### src/rtl/bus_pkg.sv
// Shared bus definitions: FSM state encoding, default hold limit and the
// master-side request bundle used by the arbiter and its mux.
package bus_pkg;

  localparam logic [1:0] ST_IDLE = 2'd0;
  localparam logic [1:0] ST_GNT0 = 2'd1;
  localparam logic [1:0] ST_GNT1 = 2'd2;

  localparam int unsigned MAX_HOLD_DEF = 8;

  typedef struct packed {
    logic        req;
    logic        wr;
    logic [15:0] addr;
    logic [63:0] dout;
  } bus_req_t;

endpackage

### src/rtl/bus_mux2.sv
// Combinational 2-master select onto the bus port plus read-data demux.
// Nothing reaches the bus unless its grant is high; with no grant the bus
// and both read-data returns are all zero.
module bus_mux2
  import bus_pkg::*;
(
  input  logic        gnt0,
  input  logic        gnt1,
  input  bus_req_t    m0,
  input  bus_req_t    m1,
  input  logic [63:0] m_din,
  output bus_req_t    bus,
  output logic [63:0] m0_din,
  output logic [63:0] m1_din
);

  // grant-gated select and demux; gnt0/gnt1 are one-hot or zero
  always_comb begin
    bus    = '0;
    m0_din = '0;
    m1_din = '0;
    if (gnt0) begin
      bus    = m0;
      m0_din = m_din;
    end else if (gnt1) begin
      bus    = m1;
      m1_din = m_din;
    end
  end

endmodule

### src/rtl/bus_arbiter.sv
// Two-master bus arbiter: M0 priority from idle, direct handover between
// masters, and a hold counter that forces a handover after MAX_HOLD cycles
// when the other master is waiting.
module bus_arbiter
  import bus_pkg::*;
#(
  parameter int unsigned MAX_HOLD = MAX_HOLD_DEF
) (
  input  logic        clk,
  input  logic        reset_n,
  input  logic        m0_req,
  input  logic        m1_req,
  input  logic        m0_wr,
  input  logic        m1_wr,
  input  logic [15:0] m0_addr,
  input  logic [15:0] m1_addr,
  input  logic [63:0] m0_dout,
  input  logic [63:0] m1_dout,
  output logic        m0_grant,
  output logic        m1_grant,
  output logic [63:0] m0_din,
  output logic [63:0] m1_din,
  output logic        m_req,
  output logic        m_wr,
  output logic [15:0] m_addr,
  output logic [63:0] m_dout,
  input  logic [63:0] m_din
);

  localparam logic [7:0] HOLD_LAST = 8'(MAX_HOLD - 1);

  logic [1:0] state, state_nxt;
  logic [7:0] hold_cnt;
  bus_req_t   bus;

  // next-state: idle priority, release/handover, forced handover on hold limit
  always_comb begin
    state_nxt = ST_IDLE;
    case (state)
      ST_IDLE: begin
        if (m0_req)      state_nxt = ST_GNT0;
        else if (m1_req) state_nxt = ST_GNT1;
        else             state_nxt = ST_IDLE;
      end
      ST_GNT0: begin
        if (!m0_req)                           state_nxt = m1_req ? ST_GNT1 : ST_IDLE;
        else if (m1_req && hold_cnt == HOLD_LAST) state_nxt = ST_GNT1;
        else                                   state_nxt = ST_GNT0;
      end
      ST_GNT1: begin
        if (!m1_req)                           state_nxt = m0_req ? ST_GNT0 : ST_IDLE;
        else if (m0_req && hold_cnt == HOLD_LAST) state_nxt = ST_GNT0;
        else                                   state_nxt = ST_GNT1;
      end
      default: state_nxt = ST_IDLE;
    endcase
  end

  // state and hold counter; counter restarts on every state change
  always_ff @(posedge clk) begin
    if (reset_n) begin
      state    <= ST_IDLE;
      hold_cnt <= '0;
    end else begin
      state <= state_nxt;
      if (state_nxt != state)
        hold_cnt <= '0;
      else if ((state == ST_GNT0 || state == ST_GNT1) && hold_cnt < HOLD_LAST)
        hold_cnt <= hold_cnt + 8'd1;
    end
  end

  assign m0_grant = (state == ST_GNT0);
  assign m1_grant = (state == ST_GNT1);

  bus_mux2 u_mux (
    .gnt0   (m0_grant),
    .gnt1   (m1_grant),
    .m0     ('{req: m0_req, wr: m0_wr, addr: m0_addr, dout: m0_dout}),
    .m1     ('{req: m1_req, wr: m1_wr, addr: m1_addr, dout: m1_dout}),
    .m_din  (m_din),
    .bus    (bus),
    .m0_din (m0_din),
    .m1_din (m1_din)
  );

  assign m_req  = bus.req;
  assign m_wr   = bus.wr;
  assign m_addr = bus.addr;
  assign m_dout = bus.dout;

endmodule

### config.mk
export PLATFORM = sky130hd
export DESIGN_NAME = bus_arbiter
export DESIGN_NICKNAME = d
export VERILOG_FILES = /design/src/rtl/bus_pkg.sv /design/src/rtl/bus_mux2.sv /design/src/rtl/bus_arbiter.sv
export SDC_FILE = /design/constraint.sdc
export NUM_CORES = 1
export LEC_CHECK = 0
export CAP_MARGIN = 20
export CORE_AREA = 5 5 168 170
export CTS_CLUSTER_DIAMETER = 60
export DETAILED_ROUTE_END_ITERATION = 16
export DIE_AREA = 0 0 173 175
export HOLD_SLACK_MARGIN = 0.08
export SLEW_MARGIN = 20
export SYNTH_ARGS = -nofsm -noshare
export SYNTH_HDL_FRONTEND = slang
export SYNTH_SLANG_ARGS = --single-unit
### constraint.sdc
create_clock -name clk -period 2.26 [get_ports clk]
set_clock_uncertainty 0.05 [all_clocks]
set_input_delay 0.226 -clock clk [delete_from_list [all_inputs] [get_ports clk]]
set_output_delay 0.226 -clock clk [all_outputs]
set_load 0.02 [all_outputs]
==> impl_metrics.csv, run 1 <==
group,metric,value,unit
timing,fmax,457,MHz
critical_path,path_delay_family,"buffers and inverters",
clock_tree,clockRootBuffer,"clkbuf_16",
clock_tree,cts-htree-levels,1,
critical_path,max_stage_delay,360,ps
logic_synthesis,synth_area_per_cell,7.37,um2
timing,hold_viol_final,0,
place,gp_congestion,0.840,
clock_tree,ctsLongestPathBuffers,2,
routing,final_antenna_net_count,0,
clock_tree,cts_sinks,10,
cells_and_area,syn_to_final_growth,216,%
global_routing,grt_pass1_wl,27.6,mm
global_routing,grt_overflow_total,0,
place,dp_cells,1086,
floorplanning,fp-row-count,60,
routing,wire_per_inst,18.0,um
clock_tree,cts_tree,"done",
critical_path,slowest_stage,"dfxtp_1",
routing,via_count,3996,
critical_path,reg2reg_depth,8,
floorplanning,die_h,175,um
critical_path,r2r_end,"hold_cnt[1]",
power,p_per_area,272,nW/um2
cells_and_area,final_util,0.274,
cells_and_area,antennaDiodeCount,0,
routing,drt_iter0_markers,171,
cells_and_area,fill_cells,2929,
routing,routed_wirelength,19.6,mm
cells_and_area,multi_input_area,2010,um2
flow_run,max-cap-violations,0,
status,status,"finished, final reports clean",
timing,fin_crit_sh,0.968,
clock_tree,path_clk_slew,40,ps
routing,first_pass_iters,4,
critical_path,path_cells,"inv_1, ha_4, nor2b_4, buf_12, buf_12, a22o_1, clkdlybuf4s15_1",
timing,rsz0062_at_grt,"false",
clock_tree,clk_latency,240,ps
critical_path,worstPathMaxFanout,26,
logic_synthesis,synth_cells,312,
floorplanning,start_util,0.0865,
global_routing,grt_util_all_layers,0.116,
power,leakage,0.00355,uW
timing,period_needed,2190,ps
critical_path,reg2reg_from,"state[1]",
cells_and_area,layout.nets,987,
global_routing,antenna_found_initial,0,
critical_path,crit_path_start_kind,"flip-flop",
critical_path,cp.required,1980,ps
critical_path,arrival,1910,ps
floorplanning,die_area,30300,um2
logic_synthesis,synth_nets,547,
worst_hold_path,min_path_type,"flip-flop to flip-flop",
clock_tree,numCtsBuffers,3,
timing,setup_slack,72.2,ps
logic_synthesis,ys_ff_latch,10,
floorplanning,core,26600,um2
place,dp_hpwl,16.6,mm
timing,tightestPinTransition,452,ps
logic_synthesis,synth.cell_area,2300,um2
logic_synthesis,synth_seq_area_share,0.0871,
routing,avgViaCountPerCell,3.66,
critical_path,end_kind,"output pin",
power,ir_drop,0.731,mV
critical_path,startpoint,"state[1]",
critical_path,crit_path_frequent_cell,"buf_12",
timing,report.final.slew_viol_count,0,
timing,setup_violations,0,
global_routing,grt_pass1_vias,4009,
cells_and_area,drive_gt1_frac,0.0852,
floorplanning,die_w,173,um
cells_and_area,regArea,201,um2
critical_path,crit_cells,7,
critical_path,worst-path-buf-inv,4,
critical_path,critical_path.endpoint,"m_dout[7]",
critical_path,worstSetupPathType,"flip-flop to output pin",
logic_synthesis,synth_cell_type_count,36,
place,place_ws,-13.4,ps
place,port_buffers,441,
timing,slew_headroom,0.699,
critical_path,ff2ff_setup_slack,110,ps
cells_and_area,finalNonFillerCells,1092,
floorplanning,pin_count,442,
global_routing,grt_max_degree,69,
routing,drt_drc_violations_left,0,
logic_synthesis,ys_warn_count,0,
==> worst min-delay path: cells and delay by family, from the launching register on <==
kind	cells	cell delay, ps
DFF	1	290
and+or+nand+nor	2	80
==> worst min-delay path by stage <==
stage                      startpoint           to  slack [ps]  cells after the start
after detailed placement  hold_cnt[5]  hold_cnt[5]         370                      2
after global placement    hold_cnt[5]  hold_cnt[5]         370                      2
after CTS                 hold_cnt[5]  hold_cnt[5]         380                      2
after floorplan               reset_n     state[1]         250                      1
after global routing      hold_cnt[5]  hold_cnt[5]         380                      2
final                     hold_cnt[5]  hold_cnt[5]         370                      2
==> registers in the layout, summed over array words and instances, names as in the netlist <==
register  flops
hold_cnt      8
state         2
==> cell families (layout without fill, tap and decap cells) <==
family                     Yosys count  after routing  synth area share
AOI/OAI and AO/OA                   93             93             0.363
xor gates and xnor gates             1              1           0.00381
adders and majority gates            5              5            0.0272
buffers and inverters               35            474            0.0571
DFF                                 10             10            0.0871
muxes                                3              3            0.0131
and+or+nand+nor                    165            165             0.449
==> cell usage after synthesis <==
library cell	count	area share
nor3b_1	2	0.0065
nand2b_1	1	0.0027
or3_4	1	0.0049
and4b_1	2	0.0087
a21o_1	1	0.0033
or2_2	1	0.0027
nor2_1	4	0.0065
o21ai_0	1	0.0022
nand4_1	1	0.0027
o32ai_4	1	0.012
nor2b_1	1	0.0027
nor3_4	1	0.0071
nand3b_1	2	0.0065
nor4_1	4	0.011
a211oi_1	1	0.0033
dfxtp_1	10	0.087
mux2i_1	3	0.013
nand2_1	9	0.015
and2_1	128	0.35
o211ai_1	1	0.0033
nor3_1	4	0.0087
a21oi_1	1	0.0022
a22o_1	81	0.31
inv_1	3	0.0049
a41o_1	1	0.0044
or3_1	1	0.0027
clkbuf_1	29	0.047
xor2_1	1	0.0038
ha_1	5	0.027
buf_1	3	0.0049
a31oi_1	2	0.0054
nand3_1	2	0.0044
a2111oi_0	1	0.0038
a311oi_4	1	0.011
o21a_1	1	0.0033
nor3b_4	1	0.0082
==> what timing repair did <==
item	CTS	global route
cloned	1	0
pin swaps	4	5
setup endpoints to repair	205	45
resized for setup	209	45
buffers inserted	0	1
hold buffers	0	0
==> final cells by class <==
class,instances,share of cell area
inverter,3,0.00155
tap,341,0.0587
timing repair buffer,467,0.623
multi-input combinational,267,0.277
sequential,10,0.0277
clock buffer,4,0.0122
==> per-layer routing <==
metal | vias up | global-route usage | part of all wire
met1 | 1788 | 0.149 | 0.43
li1 | 2015 | - | -
met5 | - | 0 | 0
met4 | 0 | 0.00898 | 0.0058
met2 | 187 | 0.205 | 0.49
met3 | 6 | 0.0296 | 0.069
==> metrics by stage <==
stage / setup TNS, ps / instance area, um2 / hold slack, ps / power [uW]
after global routing: 0 / 7270 / 382 / 2080
after global placement: -147 / 7350 / 367 / 1750
after CTS: 0 / 7260 / 375 / 1990
after floorplan: 0 / 2300 / 249 / 761
final: 0 / 7270 / 371 / 1980
after detailed placement: -71.7 / 7350 / 369 / 1740
==> cells in the final DEF (no fill, tap or decap), drive strengths merged, types with 2 or more instances in the layout <==
master / instances
a31oi: 2
dlymetal6s2s: 2
and2: 128
nor3b: 3
nand2: 9
or3: 2
nor4: 4
and4b: 2
mux2i: 3
nand3b: 2
dlygate4sd2: 161
a22o: 81
buf: 33
clkdlybuf4s15: 25
dfxtp: 10
nor3: 5
clkdlybuf4s50: 234
nor2: 4
clkbuf: 15
inv: 3
ha: 5
nand3: 2
==> power breakdown <==
part / switching (uW) / internal (uW)
clock: 83.0 / 266
sequential: 4.10 / 182
combinational: 668 / 773
(Power assumes the default switching activity.)
==> run 2: changes to the inputs <==
Settings changed: CORE_AREA 5 5 168 170 to 2 2 169 171, DIE_AREA 0 0 173 175 to 0 0 171 173.
==> run 2 against run 1 <==
Effect of this change:
- critical path depth shrank 2
- flip-flop and latch count unchanged
- first-iteration DRC count decreased by 5.3%
- clock power grew 1%
- cell area grew 3.1%
- critical endpoint is now m0_din[22]
- highest routed layer is now met5
==> impl_metrics.csv, run 2 (synthesis gave the netlist of run 1 again) <==
group,metric,value,unit
status,status,"finished, final reports clean",
timing,tns,0,ps
cells_and_area,largest_reg_flops,8,
cells_and_area,stdcell_area,7500,um2
critical_path,cp.required,1980,ps
power,leakage,0.00369,uW
place,dp_cells,1122,
critical_path,worstSetupPathType,"flip-flop to output pin",
power,p_sw,767,uW
routing,routed_wirelength,20.2,mm
cells_and_area,layout.nets,991,
floorplanning,die_area,29600,um2
timing,fin_crit_sh,0.979,
worst_hold_path,worstHoldEndpoint,"hold_cnt[4]",
flow_run,max-cap-violations,0,
routing,dr_wl_met3,1.94,mm
floorplanning,die_w,171,um
clock_tree,numCtsBuffers,3,
cells_and_area,final_cell_mix,"clkdlybuf4s50_1 (281), and2_1 (128), dlygate4sd2_1 (105)",
global_routing,grt_pass1_wl,26.6,mm
critical_path,arrival,1940,ps
timing,period_needed,2210,ps
power,intPower,1270,uW
timing,tightestPinTransition,461,ps
clock_tree,ctsLongestPathBuffers,2,
power,p_comb_frac,0.736,
power,clockPowerShare,0.173,
clock_tree,cts-htree-levels,1,
cells_and_area,fill_cells,3034,
floorplanning,core,27600,um2
timing,hold_viol_final,0,
critical_path,worstPathMaxFanout,41,
clock_tree,clk_latency,240,ps
timing,slew_headroom,0.692,
place,dp_hpwl,16.5,mm
clock_tree,clockRootBuffer,"clkbuf_16",
routing,via_count,4186,
cells_and_area,layout_commonest_cell,"clkdlybuf4s50_1",
clock_tree,cts_sinks,10,
routing,met2WireLength,9.68,mm
floorplanning,pin_count,442,
cells_and_area,syn_to_final_growth,226,%
floorplanning,fp-row-count,61,
timing,fmax,452,MHz
routing,met1_length,8.16,mm
critical_path,ff2ff_setup_slack,70,ps
floorplanning,start_util,0.0832,
critical_path,crit_path_start_kind,"flip-flop",
routing,wire_per_inst,17.8,um
worst_hold_path,min_path_type,"flip-flop to flip-flop",
power,p_per_area,272,nW/um2
global_routing,grt_pass1_vias,4067,
cells_and_area,finalNonFillerCells,1135,
routing,avgViaCountPerCell,3.69,
power,p_seq_frac,0.091,
timing,setup_violations,0,
floorplanning,die_h,173,um
cells_and_area,regMostFlops,"hold_cnt",
power,swShare,0.376,
cells_and_area,final_util,0.271,
routing,first_pass_iters,4,
place,gp_congestion,0.944,
cells_and_area,top_regs,"hold_cnt x8, state x2",
global_routing,antenna_found_initial,5,
worst_hold_path,min_delay_path_depth,2,
timing,report.final.slew_viol_count,0,
clock_tree,path_clk_slew,40,ps
cells_and_area,drive_gt1_frac,0.0954,
place,post_dp_cell_area,7380,um2
critical_path,reg2reg_from,"state[1]",
routing,top_layer,"met5",
critical_path,end_kind,"output pin",
global_routing,grt_max_degree,83,
routing,drt_drc_violations_left,0,
power,ir_drop,0.309,mV
worst_hold_path,worstHoldStart,"hold_cnt[4]",
global_routing,grt_util_all_layers,0.119,
clock_tree,postCtsHoldBufs,0,
place,port_buffers,441,
routing,final_antenna_net_count,0,
critical_path,r2r_end,"hold_cnt[2]",
global_routing,grt_overflow_total,0,
routing,drt_iter0_markers,162,
clock_tree,cts_tree,"done",
critical_path,reg2reg_depth,8,
-- run 2: cell count changes in the layout (fill, tap and decap cells not counted), moves of 3 or more --
cell	previous run	this run
dlygate4sd2_1	161	105
nor4_2	3	0
clkdlybuf4s50_1	234	281
dlymetal6s2s_1	2	23
clkdlybuf4s15_1	24	9
buf_4	21	25
-- run 2: what timing repair did --
item | 4_1_cts | 5_1_grt
setup buffers | 1 | 3
resized for setup | 137 | 55
pin swaps | 2 | 6
cloned | 0 | 3
setup endpoints to repair | 153 | 137
-- run 2: final cells by class --
class                      instances  area [um2]  area share
clock buffer                       4        88.8      0.0119
inverter                           3        11.3     0.00150
sequential                        10         203      0.0270
tap                              378         473      0.0631
antenna                            2        5.00    0.000668
timing repair buffer             471        4700       0.627
multi-input combinational        267        2010       0.269
-- run 2: metrics by stage --
stage	worst slack, ps	total power [uW]	hold WS [ps]
6_report	47.8	2040	382
5_1_grt	-12.9	2150	409
4_1_cts	-169	2020	380
3_5_place_dp	-84.3	1730	372
3_3_place_gp	-17.2	1730	367
2_1_floorplan	41.8	761	249
-- run 2: critical path, stage by stage (launching register included) --
cell             delay (ps)
dfxtp_2                 330
inv_2                    90
ha_4                    240
buf_16                  220
and2_1                  170
clkdlybuf4s50_1         610
-- run 2: power by group through the flow --
| stage | registers [uW] | clock network [uW] | logic [uW] |
|---|---|---|---|
| after global routing | 187 | 371 | 1590 |
| after floorplan | 189 | 0 | 572 |
| after global placement | 188 | 0 | 1540 |
| after detailed placement | 189 | 0 | 1540 |
| after CTS | 186 | 361 | 1470 |
| final | 186 | 353 | 1500 |
-- run 2: worst max path at each step --
stage,startpoint,end,slack [ps],cells past startpoint
final,state[1],m0_din[22],50,5
after global routing,state[1],hold_cnt[2],-10,10
after CTS,state[1],m_dout[63],-170,5
after detailed placement,state[0],hold_cnt[7],-80,8
after global placement,state[0],m_dout[15],-20,7
after floorplan,state[1],hold_cnt[0],40,7
-- run 2: layer usage --
layer  vias to the layer above  GRT usage
li1                       2013          -
met1                      1901      0.144
met2                       241      0.206
met3                        25     0.0348
met4                         6     0.0272
met5                         -          0
